File: config.mk
export PLATFORM = sky130hd
export DESIGN_NAME = serial_frame_tx
export DESIGN_NICKNAME = d
export VERILOG_FILES = /design/src/rtl/serial_frame_pkg.sv /design/src/rtl/baud_tick_gen.sv /design/src/rtl/serial_frame_tx.sv
export SDC_FILE = /design/constraint.sdc
export NUM_CORES = 1
export LEC_CHECK = 0
export BUFFER_PORTS_ARGS = -buffer_cell sky130_fd_sc_hd__buf_2
export CORE_MARGIN = 5
export CORE_UTILIZATION = 55
export CTS_BUF_LIST = sky130_fd_sc_hd__clkbuf_4 sky130_fd_sc_hd__clkbuf_8 sky130_fd_sc_hd__clkbuf_16
export DETAILED_ROUTE_END_ITERATION = 10
export PLACE_DENSITY = 0.86
export SLEW_MARGIN = 20
export SYNTH_ARGS = -nofsm -noshare
export SYNTH_HDL_FRONTEND = slang
export SYNTH_SLANG_ARGS = --single-unit
File: constraint.sdc
create_clock -name clk -period 1.8 [get_ports clk]
set_input_delay 0.36 -clock clk [delete_from_list [all_inputs] [get_ports clk]]
set_output_delay 0.36 -clock clk [all_outputs]
set_load 0.03 [all_outputs]
File: src/rtl/serial_frame_pkg.sv
// Shared definitions for the start/data/stop serial link (transmitter and receiver).
package serial_frame_pkg;

    // Frame sequencer states
    typedef enum logic [1:0] {
        IDLE  = 2'd0,
        START = 2'd1,
        DATA  = 2'd2,
        STOP  = 2'd3
    } state_e;

    // Line levels
    localparam logic START_BIT  = 1'b0;
    localparam logic STOP_BIT   = 1'b1;
    localparam logic IDLE_LEVEL = 1'b1;

endpackage

File: src/rtl/baud_tick_gen.sv
// Mod-CLKS_PER_BIT counter that flags the last clock of each serial bit.
// Holds its count while disabled; clr restarts the bit period from zero.
module baud_tick_gen #(
    parameter int CLKS_PER_BIT = 16
) (
    input  logic clk,
    input  logic reset_n,
    input  logic clr,
    input  logic en,
    output logic tick
);

    localparam int CW = (CLKS_PER_BIT > 1) ? $clog2(CLKS_PER_BIT) : 1;
    localparam logic [CW-1:0] LAST = CW'(CLKS_PER_BIT - 1);

    logic [CW-1:0] cnt_q, cnt_d;

    // Bit-end tick: last clock of the current bit period (every clock when CLKS_PER_BIT=1)
    assign tick = en && (cnt_q == LAST);

    // Next count: clear wins, wrap on tick, otherwise advance while enabled
    always_comb begin
        cnt_d = cnt_q;
        if (clr)
            cnt_d = '0;
        else if (tick)
            cnt_d = '0;
        else if (en)
            cnt_d = cnt_q + CW'(1);
    end

    // Count register
    always_ff @(posedge clk) begin
        if (!reset_n)
            cnt_q <= '0;
        else
            cnt_q <= cnt_d;
    end

endmodule

File: src/rtl/serial_frame_tx.sv
// Parallel-to-serial framed transmitter: start bit, DATA_W data bits LSB-first,
// stop bit, each held CLKS_PER_BIT clocks. All outputs come straight from flops,
// so each output register is loaded with the value belonging to the next state.
module serial_frame_tx
    import serial_frame_pkg::*;
#(
    parameter int DATA_W       = 8,
    parameter int CLKS_PER_BIT = 16
) (
    input  logic              clk,
    input  logic              reset_n,
    input  logic [DATA_W-1:0] din,
    input  logic              din_valid,
    output logic              din_ready,
    output logic              sout,
    output logic              busy,
    output logic              tx_done
);

    localparam int IW = (DATA_W > 1) ? $clog2(DATA_W) : 1;
    localparam logic [IW-1:0] LAST_IDX = IW'(DATA_W - 1);

    state_e            state_q, state_d;
    logic [DATA_W-1:0] shreg_q, shreg_d;
    logic [IW-1:0]     idx_q, idx_d;
    logic              sout_q, sout_d;
    logic              busy_q, busy_d;
    logic              done_q, done_d;
    logic              rdy_q, rdy_d;
    logic              xfer;
    logic              tick;
    logic              tick_en;

    // ready is only ever high in IDLE, so this is the handshake
    assign xfer    = din_valid && rdy_q;
    assign tick_en = (state_q != IDLE);

    baud_tick_gen #(
        .CLKS_PER_BIT(CLKS_PER_BIT)
    ) u_tick (
        .clk    (clk),
        .reset_n(reset_n),
        .clr    (xfer),
        .en     (tick_en),
        .tick   (tick)
    );

    // Next-state, shifter and next output values
    always_comb begin
        state_d = state_q;
        shreg_d = shreg_q;
        idx_d   = idx_q;
        sout_d  = sout_q;
        done_d  = 1'b0;
        case (state_q)
            IDLE: begin
                sout_d = IDLE_LEVEL;
                if (xfer) begin
                    state_d = START;
                    shreg_d = din;
                    sout_d  = START_BIT;
                end
            end
            START: begin
                if (tick) begin
                    state_d = DATA;
                    idx_d   = '0;
                    sout_d  = shreg_q[0];
                end
            end
            DATA: begin
                if (tick) begin
                    if (idx_q == LAST_IDX) begin
                        state_d = STOP;
                        sout_d  = STOP_BIT;
                    end else begin
                        shreg_d = shreg_q >> 1;
                        idx_d   = idx_q + IW'(1);
                        // next bit is the new LSB after the shift
                        sout_d  = shreg_d[0];
                    end
                end
            end
            STOP: begin
                if (tick) begin
                    state_d = IDLE;
                    sout_d  = IDLE_LEVEL;
                    done_d  = 1'b1;
                end
            end
            default: begin
                state_d = IDLE;
                sout_d  = IDLE_LEVEL;
            end
        endcase
        busy_d = (state_d != IDLE);
        rdy_d  = (state_d == IDLE);
    end

    // State, datapath and output registers; reset aborts any frame in flight
    always_ff @(posedge clk) begin
        if (!reset_n) begin
            state_q <= IDLE;
            shreg_q <= '0;
            idx_q   <= '0;
            sout_q  <= IDLE_LEVEL;
            busy_q  <= 1'b0;
            done_q  <= 1'b0;
            rdy_q   <= 1'b1;
        end else begin
            state_q <= state_d;
            shreg_q <= shreg_d;
            idx_q   <= idx_d;
            sout_q  <= sout_d;
            busy_q  <= busy_d;
            done_q  <= done_d;
            rdy_q   <= rdy_d;
        end
    end

    assign sout      = sout_q;
    assign busy      = busy_q;
    assign tx_done   = done_q;
    assign din_ready = rdy_q;

endmodule

==> flow_summary.yaml, run 1 <==
run_status:
  status: "complete, no violations"
cells_and_area:
  syn_to_final_growth_pct: 12.03
  diodes: 0
  nFillCells: 166
  drive_gt1_share_pct: 27.78
  num-nets-final: 141
  final_util_pct: 63.09
logic_synthesis:
  synth-seq-cells: 21
  ys_warn_count: 0
  syn_area_per_cell_um2: 9.737
  synth_edf_count: 0
  ys_seq_area_share_pct: 39.25
  yosysMostFrequentCell: "dfxtp_1"
  synth_top_cell_area_share_pct: 39.25
  yosys.area.top_type: "dfxtp_1"
  synth.top_cells.by_count: "21 x dfxtp_1, 14 x nand2_1, 8 x a211oi_1"
  syn_nets: 124
  syn_inst: 110
  synthTopCellsByArea: "dfxtp_1 39%, a211oi_2 8.2%, mux2i_1 6.5%, a211oi_1 5.6%, nand2_1 4.9%"
  yosys.cell_types.count: 35
  synthFlopType: "dfxtp_1"
  synthArstFlopShare_pct: 0
  netlist_area_um2: 1071
timing:
  clock_skew_ps: 3.007
  fin_ws_ps: 121.1
  rsz0062_at_grt: "false"
  finalCritPeriodShare_pct: 93.27
  slew_violations: 0
  setup_viol_count_final: 0
  clock.fmax_mhz: 595.6
  fin_tns_setup_ps: 0
  post-route-min-period_ps: 1679
  hold_viol_final: 0
  tightest_slew_ps: 494.9
  slew_headroom_pct: 66.97
drt:
  wl_per_cell_um: 13.53
  remaining_drc_errors: 0
  vias: 879
  drt-initial-drc-count: 19
  first_pass_iters: 4
  drtAntennaViolNets: 0
  via_per_inst: 5.745
  routed_wl_um: 2070
worst_setup_path:
  critPathKind: "reg -> reg"
  worstPathMaxFanout: 7
  r2r-end: "shreg_q[6]"
  cp_top_family: "compound AO/OA/AOI/OAI gates"
  crit_buf_inv: 0
  worstReg2RegStart: "idx_q[0]"
  crit_slowest_cell: "or3b_4"
  cp-start-kind: "register"
  crit_top_cell: "ha_1"
  end_kind: "register"
  ff2ff_path_depth: 5
  crit_required_ps: 1980
  slowest_delay_ps: 400
  reg2reg_slack_ps: 120
  worstPathCellList: "ha_1 > ha_1 > or3b_4 > o21ai_4 > a211oi_2"
  cp.arrival_ps: 1860
grt:
  grt_max_degree: 14
  grt_remaining_overflow: 0
  grtUsageTotal_pct: 16.58
  first_global_vias: 818
  grt_pass1_wl_um: 3519
  grt_antenna_before_repair: 0
floorplanning:
  dieArea_um2: 2930
  die_x_um: 54.13
  row_count: 16
  io_pins: 15
  core_um2: 1902
  die_y_um: 54.13
  start_util_pct: 56.32
clock_tree:
  root_buffer: "clkbuf_4"
  cts_tree: "yes"
  cts_sinks: 21
  numCtsBuffers: 3
  cts_max_path_buffers: 2
  clkLatencyLatePin_ps: 300
  htreeDepth: 1
  ctsHoldBuffers: 0
  path_clk_slew_ps: 100
pwr:
  ir_drop_uv: 476.3
  p_leak_nw: 0.5049
  power.total_w: 0.0009093
  p_per_area_nw_per_um2: 757.8
run:
  maxCapViolCount: 0
place:
  dp_slack_ps: 126.4
  dp_hpwl_um: 1557
  io_buffer_count: 14
  place_congestion: 0.7755
worst_hold_path:
  hold-path-endpoint: "shreg_q[7]"
  min_from: "din[7]"
  holdPathStages: 3
  hp-class: "in -> reg"
==> timing repair <==
item	4_1_cts	5_1_grt
setup buffers	0	1
endpoints found under the setup margin	0	1
resized for setup	0	0
==> sequential cells by signal (all words and copies together), names as in the netlist <==
signal and flops:
busy 1, idx_q 3, din_ready 1, u_tick.cnt_q 4
shreg_q 8, state_q 2, tx_done 1, sout 1
==> worst max path at each step <==
stage | cells past startpoint | slack (ps) | from | to
2_1_floorplan | 5 | 170 | idx_q[0] | shreg_q[0]
3_3_place_gp | 5 | 170 | idx_q[0] | shreg_q[5]
3_5_place_dp | 5 | 130 | idx_q[0] | shreg_q[0]
4_1_cts | 5 | 110 | idx_q[0] | shreg_q[6]
5_1_grt | 5 | 50 | idx_q[0] | shreg_q[1]
6_report | 5 | 120 | idx_q[0] | shreg_q[6]
==> final cells by class <==
type	count	area, um^2	area share, %
repair buffers	19	107.6	8.968
clock buffers	4	30.03	2.503
well taps	27	33.78	2.815
flip-flops and latches	21	420.4	35.04
multi-input cells	81	604.3	50.37
inverters	1	3.754	0.3128
==> cells in the final DEF (no fill, tap or decap), types with 2 or more instances in the layout <==
master,netlist,layout
nor2_1,4,4
a21oi_1,6,6
xor2_1,2,2
a211oi_2,7,7
dfxtp_1,21,21
buf_4,1,5
nand2_1,14,14
a211oi_1,8,8
clkbuf_4,0,4
ha_1,3,3
nand2b_1,2,2
o22ai_1,2,2
mux2i_1,7,7
o21ai_0,2,2
a31oi_1,2,2
nand3_1,5,5
and3_1,2,2
buf_2,4,14
==> power by group <==
group | leakage (nW) | switching, W | internal, W
registers | 0.172 | 0.0000218 | 0.000495
logic | 0.314 | 0.0000888 | 0.0000679
clock network | 0.0184 | 0.000134 | 0.000102
==> per-layer routing <==
metal / track usage [%] / up-vias / part of all wire [%] / wire length (um)
li1: - / 448 / - / -
met1: 20.64 / 412 / 47 / 966
met2: 26.69 / 14 / 47 / 979
met3: 4.155 / 5 / 4.3 / 90
met4: 7.469 / 0 / 1.6 / 33
met5: 0 / - / 0 / 0
==> kinds of logic (layout without fill, tap and decap cells) <==
family                   Yosys count  count (layout)  synth area share (%)
adder cells (fa/ha/maj)            3               3                 3.505
XOR/XNOR                           2               2                 1.636
multiplexers                       7               7                 6.542
AND/OR/NAND/NOR                   37              37                 20.21
flip-flops                        21              21                 39.25
buffers and inverters              8              24                 4.322
AO/OA/AOI/OAI                     32              32                 24.53
==> metrics by stage <==
| stage | std cells | hold slack (ps) | area, um^2 |
|---|---|---|---|
| after floorplan | 110 | 444.6 | 1071 |
| after CTS | 152 | 291.8 | 1192 |
| final | 153 | 297.2 | 1200 |
| after global placement | 148 | 457.1 | 1162 |
| after global routing | 153 | 286.2 | 1200 |
| after detailed placement | 148 | 473.4 | 1162 |
==> worst register-to-register path, delay by kind of cell, from the launching register on <==
family	cells	cell delay, ps
flip-flops	1	340
AO/OA/AOI/OAI	2	420
adder cells (fa/ha/maj)	2	390
AND/OR/NAND/NOR	1	400
(Power assumes the default switching activity.)
==> inputs of run 2 (changes only) <==
- GPL_TIMING_DRIVEN: default -> 0
==> run 2 against run 1 <==
Effect of this change: sequential power about the same; clock skew is 0.79 ps higher; highest routed layer unchanged; clock power up 3%; critical path type unchanged; wire length is 0.34% lower; via count up 1.0%; fmax down 2.7%; sequential share of layout area unchanged; cell count increased by 0.65%; flip-flop and latch count stayed put.
==> flow_summary.yaml, run 2 (synthesized netlist as in run 1, its figures left out) <==
drt:
  wl_per_cell_um: 13.40
  drtAntennaViolNets: 0
  first_pass_iters: 4
  vias: 888
  routed_wl_um: 2063
  remaining_drc_errors: 0
  via_per_inst: 5.766
  drt-initial-drc-count: 10
timing:
  clock.fmax_mhz: 579.7
  hold_viol_final: 0
  fin_tns_setup_ps: 0
  slew_violations: 0
  setup_viol_count_final: 0
  holdWs_ps: 305.7
  clock_skew_ps: 3.800
  slew_headroom_pct: 75.18
  rsz0062_at_grt: "false"
  finalCritPeriodShare_pct: 95.84
  tightest_slew_ps: 372.0
  post-route-min-period_ps: 1725
clock_tree:
  root_buffer: "clkbuf_4"
  post-cts-setup-buffers: 0
  cts_sinks: 21
  htreeDepth: 1
  cts_resized: 0
  ctsHoldBuffers: 0
  path_clk_slew_ps: 110
  clkLatencyLatePin_ps: 310
  numCtsBuffers: 3
  cts_max_path_buffers: 2
  cts_tree: "yes"
cells_and_area:
  diodes: 0
  largestRegisters: "shreg_q x8, u_tick.cnt_q x4, idx_q x3"
  largest_reg_flops: 8
  num-nets-final: 142
  nFillCells: 163
  drive_gt1_share_pct: 27.56
  layout_common_cells: "21 x dfxtp_1, 17 x buf_2, 14 x nand2_1, 8 x a211oi_1"
  syn_to_final_growth_pct: 12.03
  largest-register: "shreg_q"
  layout_commonest_cell: "dfxtp_1"
pwr:
  ir_drop_uv: 582.1
  p_per_area_nw_per_um2: 763.9
  power.total_w: 0.0009166
  p_leak_nw: 0.5033
grt:
  first_global_vias: 869
  grt_max_degree: 12
  grtUsageTotal_pct: 17.17
  grt_antenna_before_repair: 0
  grt_pass1_wl_um: 3629
  grt_remaining_overflow: 0
worst_hold_path:
  holdPathStages: 3
  min_from: "din[7]"
  hold-path-endpoint: "shreg_q[7]"
  hp-class: "in -> reg"
worst_setup_path:
  slowest_delay_ps: 420
  r2r-end: "shreg_q[3]"
  worstReg2RegStart: "idx_q[0]"
  crit_slowest_cell: "or3b_4"
  cp-start-kind: "register"
  crit_top_cell: "ha_1"
  worstPathCellList: "ha_1 > ha_1 > or3b_4 > o21ai_4 > a211oi_2"
  worstPathMaxFanout: 7
  reg2reg_slack_ps: 70
  crit_buf_inv: 0
  critPathKind: "reg -> reg"
  ff2ff_path_depth: 5
  cp_top_family: "adder cells"
  end_kind: "register"
  crit_required_ps: 1990
  cp.arrival_ps: 1920
place:
  place_congestion: 0.7667
  io_buffer_count: 13
  dp_hpwl_um: 1552
floorplanning:
  start_util_pct: 56.32
  dieArea_um2: 2930
  row_count: 16
  core_um2: 1902
  io_pins: 15
  die_y_um: 54.13
  die_x_um: 54.13
run:
  maxCapViolCount: 0
run_status:
  status: "complete, no violations"
==> run 2: cell types whose count changed in the layout (fill, tap and decap cells not counted) <==
cell	delta
buf_4	-4
buf_6	+1
clkbuf_1	+1
buf_2	+3
==> run 2: final cells by class <==
class	instances	area [um^2]	share of cell area [%]
Multi-Input combinational cell	81	604.3	50.37
Sequential cell	21	420.4	35.04
Timing Repair Buffer	13	65.06	5.422
Buffer	7	42.54	3.545
Tap cell	27	33.78	2.815
Clock buffer	4	30.03	2.503
Inverter	1	3.754	0.3128
==> run 2: power breakdown <==
group | switching [W] | internal [W] | leakage, nW
logic | 0.0000910 | 0.0000667 | 0.313
registers | 0.0000209 | 0.000495 | 0.172
clock network | 0.000142 | 0.000102 | 0.0184
total | 0.000253 | 0.000663 | 0.503
==> run 2: worst register-to-register path: stages, from the launching register on <==
cell and delay (ps):
dfxtp_1 340, ha_1 200, ha_1 250, or3b_4 420, o21ai_4 290, a211oi_2 110
==> run 2: layer usage <==
metal | vias up | wire length [um] | GRT usage [%] | share of wire [%]
li1 | 449 | - | - | -
met1 | 416 | 973 | 19.66 | 47
met2 | 18 | 936 | 28.09 | 45
met3 | 5 | 105 | 4.986 | 5.1
met4 | 0 | 48 | 9.959 | 2.3
met5 | - | 0 | 0 | 0
==> run 2: worst max-delay path by stage <==
stage                        start          to  cells past startpoint
after CTS                 idx_q[0]  shreg_q[2]                      5
after floorplan           idx_q[0]  shreg_q[0]                      5
after detailed placement  idx_q[0]  shreg_q[2]                      5
after global placement    idx_q[0]  shreg_q[0]                      5
final                     idx_q[0]  shreg_q[3]                      5
after global routing      idx_q[0]  shreg_q[5]                      5
==> run 2: metrics by stage <==
step           util [%]  cell area [um^2]  worst slack [ps]  cells
2_1_floorplan         -              1071             169.3    110
3_3_place_gp      61.51              1170             79.06    150
3_5_place_dp      61.51              1170             53.97    150
4_1_cts           63.09              1200             43.34    154
5_1_grt           63.09              1200             7.264    154
6_report          63.09              1200             74.93    154
